File: src/rtl/ip_mdd_apb_tmo_if.sv
// rtl/ip_mdd_apb_tmo_if.sv - 32-bit APB4 bus interface shared by the timeout bridge ports
interface apb4_if;
    logic [31:0] paddr;
    logic [2:0]  pprot;
    logic        psel;
    logic        penable;
    logic        pwrite;
    logic [31:0] pwdata;
    logic [3:0]  pstrb;
    logic        pready;
    logic [31:0] prdata;
    logic        pslverr;

    modport master (
        output paddr, pprot, psel, penable, pwrite, pwdata, pstrb,
        input  pready, prdata, pslverr
    );

    modport slave (
        input  paddr, pprot, psel, penable, pwrite, pwdata, pstrb,
        output pready, prdata, pslverr
    );
endinterface

File: src/rtl/ip_mdd_apb_tmo.sv
// rtl/ip_mdd_apb_tmo.sv - APB4 timeout bridge in front of the MDD wrapper; MDD_APB_PSLVERR_EN enables pslverr on forced completions
module ip_mdd_apb_tmo #(
    parameter int unsigned TMO_CYCLES = 256,
    parameter int unsigned CNT_WIDTH  = 8,
    parameter logic [31:0] ERR_RDATA  = 32'hDEAD_C0DE
) (
    input  logic                 clk_i,
    input  logic                 rst_n_i,
    apb4_if.slave                mst,
    apb4_if.master               slv,
    output logic                 tmo_irq_o,
    output logic [CNT_WIDTH-1:0] tmo_cnt_o,
    output logic                 busy_o
);

`ifdef MDD_APB_PSLVERR_EN
    localparam logic PSLVERR_EN = 1'b1;
`else
    localparam logic PSLVERR_EN = 1'b0;
`endif

    localparam logic [15:0] TMO_LIM = 16'(TMO_CYCLES);

    typedef enum logic [1:0] {
        ST_IDLE,
        ST_ACCESS,
        ST_DRAIN
    } state_t;

    state_t      state, state_nxt;
    logic [15:0] wait_cnt;
    logic [31:0] hold_paddr;
    logic [2:0]  hold_pprot;
    logic        hold_pwrite;
    logic [31:0] hold_pwdata;
    logic [3:0]  hold_pstrb;

    logic mst_setup;
    logic mst_access;
    logic capture;
    logic tmo_evt;

    assign mst_setup  = mst.psel & ~mst.penable;
    assign mst_access = mst.psel & mst.penable;

    always_comb begin
        state_nxt   = state;
        capture     = 1'b0;
        tmo_evt     = 1'b0;
        slv.paddr   = mst.paddr;
        slv.pprot   = mst.pprot;
        slv.psel    = mst.psel;
        slv.penable = mst.penable;
        slv.pwrite  = mst.pwrite;
        slv.pwdata  = mst.pwdata;
        slv.pstrb   = mst.pstrb;
        mst.pready  = 1'b0;
        mst.prdata  = '0;
        mst.pslverr = 1'b0;
        unique case (state)
            ST_IDLE: begin
                if (mst_setup) begin
                    capture   = 1'b1;
                    state_nxt = ST_ACCESS;
                end
            end
            ST_ACCESS: begin
                if (slv.pready) begin
                    mst.pready  = 1'b1;
                    mst.prdata  = slv.prdata;
                    mst.pslverr = PSLVERR_EN & slv.pslverr;
                    state_nxt   = ST_IDLE;
                end else if (wait_cnt >= TMO_LIM) begin
                    mst.pready  = 1'b1;
                    mst.prdata  = ERR_RDATA;
                    mst.pslverr = PSLVERR_EN;
                    tmo_evt     = 1'b1;
                    state_nxt   = ST_DRAIN;
                end
            end
            ST_DRAIN: begin
                // A setup that coincides with the hung IP finally answering is forwarded as a fresh transfer
                if (slv.pready && mst_setup) begin
                    capture   = 1'b1;
                    state_nxt = ST_ACCESS;
                end else begin
                    slv.paddr   = hold_paddr;
                    slv.pprot   = hold_pprot;
                    slv.psel    = 1'b1;
                    slv.penable = 1'b1;
                    slv.pwrite  = hold_pwrite;
                    slv.pwdata  = hold_pwdata;
                    slv.pstrb   = hold_pstrb;
                    if (slv.pready) begin
                        state_nxt = ST_IDLE;
                    end
                end
                if (mst_access) begin
                    mst.pready  = 1'b1;
                    mst.prdata  = ERR_RDATA;
                    mst.pslverr = PSLVERR_EN;
                end
            end
            default: begin
                state_nxt = ST_IDLE;
            end
        endcase
    end

    always_ff @(posedge clk_i or negedge rst_n_i) begin
        if (!rst_n_i) begin
            state <= ST_IDLE;
        end else begin
            state <= state_nxt;
        end
    end

    // Counter reads 1 in the first penable cycle, so the limit hits in access cycle TMO_CYCLES
    always_ff @(posedge clk_i or negedge rst_n_i) begin
        if (!rst_n_i) begin
            wait_cnt <= '0;
        end else if (capture) begin
            wait_cnt <= 16'd1;
        end else if (state == ST_ACCESS && !slv.pready && wait_cnt != 16'hFFFF) begin
            wait_cnt <= wait_cnt + 16'd1;
        end
    end

    always_ff @(posedge clk_i or negedge rst_n_i) begin
        if (!rst_n_i) begin
            hold_paddr  <= '0;
            hold_pprot  <= '0;
            hold_pwrite <= 1'b0;
            hold_pwdata <= '0;
            hold_pstrb  <= '0;
        end else if (capture) begin
            hold_paddr  <= mst.paddr;
            hold_pprot  <= mst.pprot;
            hold_pwrite <= mst.pwrite;
            hold_pwdata <= mst.pwdata;
            hold_pstrb  <= mst.pstrb;
        end
    end

    always_ff @(posedge clk_i or negedge rst_n_i) begin
        if (!rst_n_i) begin
            tmo_cnt_o <= '0;
        end else if (tmo_evt && tmo_cnt_o != {CNT_WIDTH{1'b1}}) begin
            tmo_cnt_o <= tmo_cnt_o + 1'b1;
        end
    end

    assign tmo_irq_o = tmo_evt;
    assign busy_o    = (state != ST_IDLE);

endmodule

File: src/flat_wrapper.sv
// flat-port wrapper written by rule: the top's interface ports become plain ports
module ip_mdd_apb_tmo_flat 
#(
    parameter int unsigned TMO_CYCLES = 256,
    parameter int unsigned CNT_WIDTH  = 8,
    parameter logic [31:0] ERR_RDATA  = 32'hDEAD_C0DE
)
  (clk_i, rst_n_i, tmo_irq_o, tmo_cnt_o, busy_o, mst_paddr, mst_pprot, mst_psel, mst_penable, mst_pwrite, mst_pwdata, mst_pstrb, mst_pready, mst_prdata, mst_pslverr, slv_paddr, slv_pprot, slv_psel, slv_penable, slv_pwrite, slv_pwdata, slv_pstrb, slv_pready, slv_prdata, slv_pslverr);
  apb4_if mst_i ();
  apb4_if slv_i ();
  input  logic clk_i;
  input  logic rst_n_i;
  output logic tmo_irq_o;
  output logic [CNT_WIDTH-1:0] tmo_cnt_o;
  output logic busy_o;
  input wire logic [$bits(mst_i.paddr)-1:0] mst_paddr;
  input wire logic [$bits(mst_i.pprot)-1:0] mst_pprot;
  input wire logic [$bits(mst_i.psel)-1:0] mst_psel;
  input wire logic [$bits(mst_i.penable)-1:0] mst_penable;
  input wire logic [$bits(mst_i.pwrite)-1:0] mst_pwrite;
  input wire logic [$bits(mst_i.pwdata)-1:0] mst_pwdata;
  input wire logic [$bits(mst_i.pstrb)-1:0] mst_pstrb;
  output wire logic [$bits(mst_i.pready)-1:0] mst_pready;
  output wire logic [$bits(mst_i.prdata)-1:0] mst_prdata;
  output wire logic [$bits(mst_i.pslverr)-1:0] mst_pslverr;
  output wire logic [$bits(slv_i.paddr)-1:0] slv_paddr;
  output wire logic [$bits(slv_i.pprot)-1:0] slv_pprot;
  output wire logic [$bits(slv_i.psel)-1:0] slv_psel;
  output wire logic [$bits(slv_i.penable)-1:0] slv_penable;
  output wire logic [$bits(slv_i.pwrite)-1:0] slv_pwrite;
  output wire logic [$bits(slv_i.pwdata)-1:0] slv_pwdata;
  output wire logic [$bits(slv_i.pstrb)-1:0] slv_pstrb;
  input wire logic [$bits(slv_i.pready)-1:0] slv_pready;
  input wire logic [$bits(slv_i.prdata)-1:0] slv_prdata;
  input wire logic [$bits(slv_i.pslverr)-1:0] slv_pslverr;
  assign mst_i.paddr = mst_paddr;
  assign mst_i.pprot = mst_pprot;
  assign mst_i.psel = mst_psel;
  assign mst_i.penable = mst_penable;
  assign mst_i.pwrite = mst_pwrite;
  assign mst_i.pwdata = mst_pwdata;
  assign mst_i.pstrb = mst_pstrb;
  assign mst_pready = mst_i.pready;
  assign mst_prdata = mst_i.prdata;
  assign mst_pslverr = mst_i.pslverr;
  assign slv_paddr = slv_i.paddr;
  assign slv_pprot = slv_i.pprot;
  assign slv_psel = slv_i.psel;
  assign slv_penable = slv_i.penable;
  assign slv_pwrite = slv_i.pwrite;
  assign slv_pwdata = slv_i.pwdata;
  assign slv_pstrb = slv_i.pstrb;
  assign slv_i.pready = slv_pready;
  assign slv_i.prdata = slv_prdata;
  assign slv_i.pslverr = slv_pslverr;
  ip_mdd_apb_tmo #(.TMO_CYCLES(TMO_CYCLES), .CNT_WIDTH(CNT_WIDTH), .ERR_RDATA(ERR_RDATA)) u_core (.clk_i(clk_i), .rst_n_i(rst_n_i), .mst(mst_i), .slv(slv_i), .tmo_irq_o(tmo_irq_o), .tmo_cnt_o(tmo_cnt_o), .busy_o(busy_o));
endmodule
File: config.mk
export PLATFORM = sky130hd
export DESIGN_NAME = ip_mdd_apb_tmo_flat
export DESIGN_NICKNAME = d
export VERILOG_FILES = /design/src/rtl/ip_mdd_apb_tmo_if.sv /design/src/rtl/ip_mdd_apb_tmo.sv /design/src/flat_wrapper.sv
export SDC_FILE = /design/constraint.sdc
export NUM_CORES = 1
export LEC_CHECK = 0
export BUFFER_PORTS_ARGS = -buffer_cell sky130_fd_sc_hd__clkbuf_2
export CORE_MARGIN = 10
export CORE_UTILIZATION = 25
export CTS_CLUSTER_DIAMETER = 100
export DETAILED_ROUTE_END_ITERATION = 10
export PLACE_DENSITY = 0.47
export SLEW_MARGIN = 25
export SYNTH_ARGS = -nofsm -noshare
export SYNTH_HDL_FRONTEND = slang
export SYNTH_SLANG_ARGS = --single-unit
File: constraint.sdc
create_clock -name clk_i -period 2.93 [get_ports clk_i]
set_clock_uncertainty 0.15 [all_clocks]
set_input_delay 0.586 -clock clk_i [delete_from_list [all_inputs] [get_ports clk_i]]
set_output_delay 0.586 -clock clk_i [all_outputs]
set_load 0.01 [all_outputs]
Word-level counts from Yosys, hierarchy flattened

Index checks and enable logic that the tools add are counted.

Bits in writable memories: 0
Bits in latches: 0
Memories kept: 0
Bits in registers: 98
Bits in read-only memories: 0
Input port bits: 110

Reductions and logical operators: 9
Bitwise logic cells: 3
Multiply operators: 0
Multiplexer cells: 35
Magnitude comparators: 1
Shifts and indexed selects: 0
Equality and inequality tests: 7
Divide/modulo/power cells: 0
Add/subtract/negate cells: 2

Operator list:

| operator                | number |
|---|---|
| $mux W32                | 7 |
| $pmux W32 S2            | 1 |
| $mux W16                | 2 |
| $add A16 B1 Y16 const B | 1 |
| $ge A16 B9 Y1 const B   | 1 |
| $ne A16 B16 Y1 const B  | 1 |
| $mux W1                 | 13 |
| $mux W2                 | 5 |
| $add A8 B1 Y8 const B   | 1 |
| $mux W4                 | 2 |
| $ne A8 B8 Y1 const B    | 1 |
| $mux W3                 | 2 |
| $ne A3 B2 Y1 const B    | 2 |
| $pmux W2 S3             | 1 |
| $logic_and A1 B1 Y1     | 4 |
| $pmux W1 S2             | 2 |
| $reduce_bool A2 Y1      | 2 |
| $reduce_and A3 Y1       | 1 |
| $and A1 B1 Y1           | 2 |
| $eq A2 B1 Y1 const B    | 1 |
| $eq A2 B2 Y1 const B    | 1 |
| $logic_not A2 Y1        | 1 |
| $ne A2 B1 Y1 const B    | 1 |
| $logic_not A1 Y1        | 1 |
| $not A1 Y1              | 1 |

Logic depth before layout (Yosys ltp)

Depth after elaboration: 6
Gate-level depth with buffers: 9

Worst setup path before layout

Ideal clock, no wire load.

Path type: input port to output port
Start: in mst_psel
End: out slv_paddr[0]
Path buffers: 2
Path slack: 0.460 ns
Stages on the path: 5
Arrival: 1.734 ns
Data required time: 2.194 ns
Path through: nor2b_1 > a21bo_2 > clkbuf_1 > buf_2 > mux2_2

Longest elaborated chain between the ends: 4

RTL lines:

| item                | line                 | text |
|---|---|---|
| from (decl)         | flat_wrapper.sv:18   | `input wire logic [$bits(mst_i.psel)-1:0] mst_psel;` |
| $and A1 B1 Y1       | ip_mdd_apb_tmo.sv:43 | `assign mst_setup = mst.psel & ~mst.penable;` |
| $logic_and A1 B1 Y1 | ip_mdd_apb_tmo.sv:83 | `if (slv.pready && mst_setup) begin` |
| $mux W32            | ip_mdd_apb_tmo.sv:83 |  |
| $mux W32            | ip_mdd_apb_tmo.sv:60 | `unique case (state)` |
| to (decl)           | flat_wrapper.sv:26   | `output wire logic [$bits(slv_i.paddr)-1:0] slv_paddr;` |

No other way between the ends.

Final worst setup path

Start: reg u_core.wait_cnt[11]
End: out mst_prdata[26]

Longest elaborated chain between the ends: 4

RTL lines:

| item                   | line                  | text |
|---|---|---|
| from (decl)            | ip_mdd_apb_tmo.sv:31  | `logic [15:0] wait_cnt;` |
| from (signal assigned) | ip_mdd_apb_tmo.sv:125 | `wait_cnt <= wait_cnt + 16'd1;` |
| $ge A16 B9 Y1          | ip_mdd_apb_tmo.sv:73  | `end else if (wait_cnt >= TMO_LIM) begin` |
| $mux W32               | ip_mdd_apb_tmo.sv:73  |  |
| $mux W32               | ip_mdd_apb_tmo.sv:68  | `if (slv.pready) begin` |
| $pmux W32 S2           | ip_mdd_apb_tmo.sv:60  |  |
| to (decl)              | flat_wrapper.sv:24    | `output wire logic [$bits(mst_i.prdata)-1:0] mst_prdata;` |

No other way between the ends.

==> flow_summary.toml <==
[global_routing]
grt_pass1_wl_um = 27880
grt_pass1_vias = 5012
antenna_found_initial = 0
grt_usage_pct = 11.89
grt_max_degree = 57
grt_remaining_overflow = 0

[setup_path]
max_stage_delay_ns = 0.56
worstPathMaxFanout = 18
start_kind = "register"
crit_slowest_cell = "or4_4"
path_cells = "or4_4, o21ai_4, a21boi_4, buf_12, a21o_2, clkbuf_2"
reg2reg_from = "u_core.state[1]$_DFFE_PN0P_"
r2r_cells = 6
reg2reg_to = "u_core.wait_cnt[15]$_DFFE_PN0P_"
rrSetupSlack_ns = 0.68
end_kind = "primary output"
cp.required_ns = 2.19
critPathKind = "reg -> out"
arrival_ns = 2.10

[sta]
period_needed_ns = 2.835
finalCritPeriodShare_pct = 96.76
drv_slew = 0
max_freq_mhz = 352.7
tns_ns = 0
hold_viol = 0
rsz0062_at_grt = "false"
setup_violations = 0
relSlewSlack_pct = 60.90
tightest_slew_ns = 0.5851

[drt]
wire_per_inst_um = 15.48
viasPerCell = 4.419
ant_nets = 0
via_count = 4834
drc = 0
drt_wl_total_um = 16940
drt_iter0_markers = 162
first_pass_iters = 4

[power]
combPwrFrac_pct = 40.3
p_leak_uw = 0.003947
p_int_uw = 3615
power.switching_uw = 2169
p_total_uw = 5785
seq_power_share_pct = 37.7
peakVddDrop_mv = 0.2980
swShare_pct = 37.50
powerDensity_mw_per_mm2 = 794.1
clockPowerShare_pct = 22.0

[die]
ioPinCount = 228
initial_core_util_pct = 25.67
dieArea_mm2 = 0.02809
rows = 53
die_w_um = 167.6
die_h_um = 167.6
core_area_mm2 = 0.02122

[logic_synthesis]
seq_area_frac_synth_pct = 45.02
ys.flop_type = "dfrtp_1"
synth.net_count = 718
synth-seq-cells = 98
ys_types = 50
netlist_area_mm2 = 0.005448
syn_area_per_cell_um2 = 9.064
synthArstFlopShare_pct = 100.0
synth_warnings = 0
synth-edff-count = 0
syn_inst = 601

[clocking]
clock_path_buffers = 2
numCtsBuffers = 9
cts_tree = "yes"
cts_root_buf = "clkbuf_16"
clk_pin_slew_worst_paths_ns = 0.07
numClockSinks = 98
insertion_delay_ns = 0.34
h-tree-depth = 3
cts_hold_buf = 0

[layout]
final_common_cell = "nand2_1"
finalInstanceArea_mm2 = 0.007284
n_antenna_cell = 0
areaGrowthSynthToFinish_pct = 33.72
final_cell_mix = "nand2_1, clkbuf_2, dfrtp_1"
drive_gt1_share_pct = 43.22
num-nets-final = 931
fin_cells = 1094
nFillCells = 2244

[placement]
portBuffers = 225
place_area_mm2 = 0.006930
hpwlAfterDp_um = 12700
gp_congestion = 0.7479
dp_cells = 1077

[run_status]
status = "completed"

[hold_path]
min_path_type = "in -> async"

[flow_run]
drv_cap = 0
-- per-stage QoR --
step	hold slack (ns)	utilization [%]	worst slack (ns)
after floorplan	0.1404	-	0.4598
after global placement	0.2976	32.66	0.2880
after detailed placement	0.3020	32.66	0.2161
after CTS	0.09636	34.27	0.006811
after global routing	0.1276	34.33	0.001972
final	0.07591	34.33	0.09483
-- worst max-delay path by stage --
stage / start / to / slack [ns]
after floorplan: mst_psel / slv_paddr[0] / 0.46
after global placement: slv_pready / mst_prdata[26] / 0.29
after detailed placement: u_core.state[1]$_DFFE_PN0P_ / mst_prdata[26] / 0.22
after CTS: u_core.state[0]$_DFFE_PN0P_ / mst_prdata[21] / 0.007
after global routing: u_core.state[0]$_DFFE_PN0P_ / slv_pwdata[5] / 0.002
final: u_core.wait_cnt[11]$_DFFE_PN0P_ / mst_prdata[26] / 0.09
-- power by group through the flow --
stage	Combinational (µW)	Sequential (µW)	Clock (µW)
5_1_grt	2660	2260	1390
6_report	2330	2180	1270
2_1_floorplan	1520	2120	0
3_5_place_dp	2410	2200	0
4_1_cts	2410	2190	1330
3_3_place_gp	2380	2200	0
-- repair_timing --
| item | 4_1_cts | 5_1_grt |
|---|---|---|
| setup endpoints to repair | 18 | 24 |
| resized for setup | 0 | 6 |
| hold endpoints to repair | 0 | 0 |
| pin swaps | 1 | 0 |
| setup buffers | 1 | 0 |
-- final cells by class --
cell class / instances / area, µm² / area share, %
Clock buffer: 9 / 225.2 / 3.092
Clock inverter: 7 / 97.59 / 1.340
Inverter: 8 / 30.03 / 0.4122
Multi-Input combinational cell: 459 / 2818 / 38.68
Sequential cell: 98 / 2456 / 33.72
Tap cell: 275 / 344.1 / 4.723
Timing Repair Buffer: 238 / 1314 / 18.04
-- state kept, by name, summed over array words and instances, names as in the netlist --
signal / flops
u_core.wait_cnt: 16
u_core.tmo_cnt_o: 8
u_core.state: 2
u_core.hold_pwrite: 1
u_core.hold_pprot: 3
u_core.hold_pwdata: 32
u_core.hold_pstrb: 4
u_core.hold_paddr: 32
-- routing by layer --
metal  part of all wire, %  vias to the layer above  wire length, µm  global-route usage, %
met5                     0                        -                0                      0
met4                  0.75                        0              127                  2.612
met3                    11                        7             1859                  5.946
met2                    43                      172             7349                  18.56
met1                    45                     2218             7598                  14.38
li1                      -                     2437                -                      -
-- logic make-up after synthesis --
kind of cell / count (synthesis) / share of synthesized area, %
other cells: 1 / 0.06884
mux: 75 / 15.48
flops: 98 / 45.02
simple gates: 313 / 25.65
fa+ha+maj: 7 / 1.608
compound gates: 57 / 7.441
xor+xnor: 6 / 0.9646
buf+inv: 44 / 3.767
-- synth_stat cells, types with 2 or more instances --
master / instances / area share, %
nand3_1: 12 / 1.1
or3_1: 10 / 1.1
a21o_1: 10 / 1.4
o21ai_0: 9 / 0.83
nor2b_1: 3 / 0.34
or2_2: 3 / 0.34
nor4_1: 5 / 0.57
a21o_2: 8 / 1.3
buf_1: 3 / 0.21
o31ai_1: 6 / 0.83
a31oi_1: 2 / 0.23
mux2_2: 74 / 15
nor3_1: 2 / 0.18
nand4_1: 8 / 0.92
nor2_1: 4 / 0.28
inv_1: 8 / 0.55
nand2_1: 228 / 16
o21bai_1: 2 / 0.28
and3b_1: 2 / 0.32
ha_1: 7 / 1.6
clkbuf_1: 13 / 0.90
a21oi_1: 13 / 1.2
nor4b_1: 2 / 0.32
buf_2: 17 / 1.6
nor3b_1: 2 / 0.28
or4_1: 4 / 0.55
and2_1: 15 / 1.7
xor2_1: 6 / 0.96
buf_6: 2 / 0.41
dfrtp_1: 98 / 45
and3_1: 3 / 0.34
nand2b_1: 2 / 0.23
-- worst max-delay path: cells and delay by family, from the launching register on --
family / cells / cell delay (ns)
simple gates: 1 / 0.56
buf+inv: 2 / 0.28
flops: 1 / 0.44
compound gates: 3 / 0.47
(Power assumes the default switching activity.)
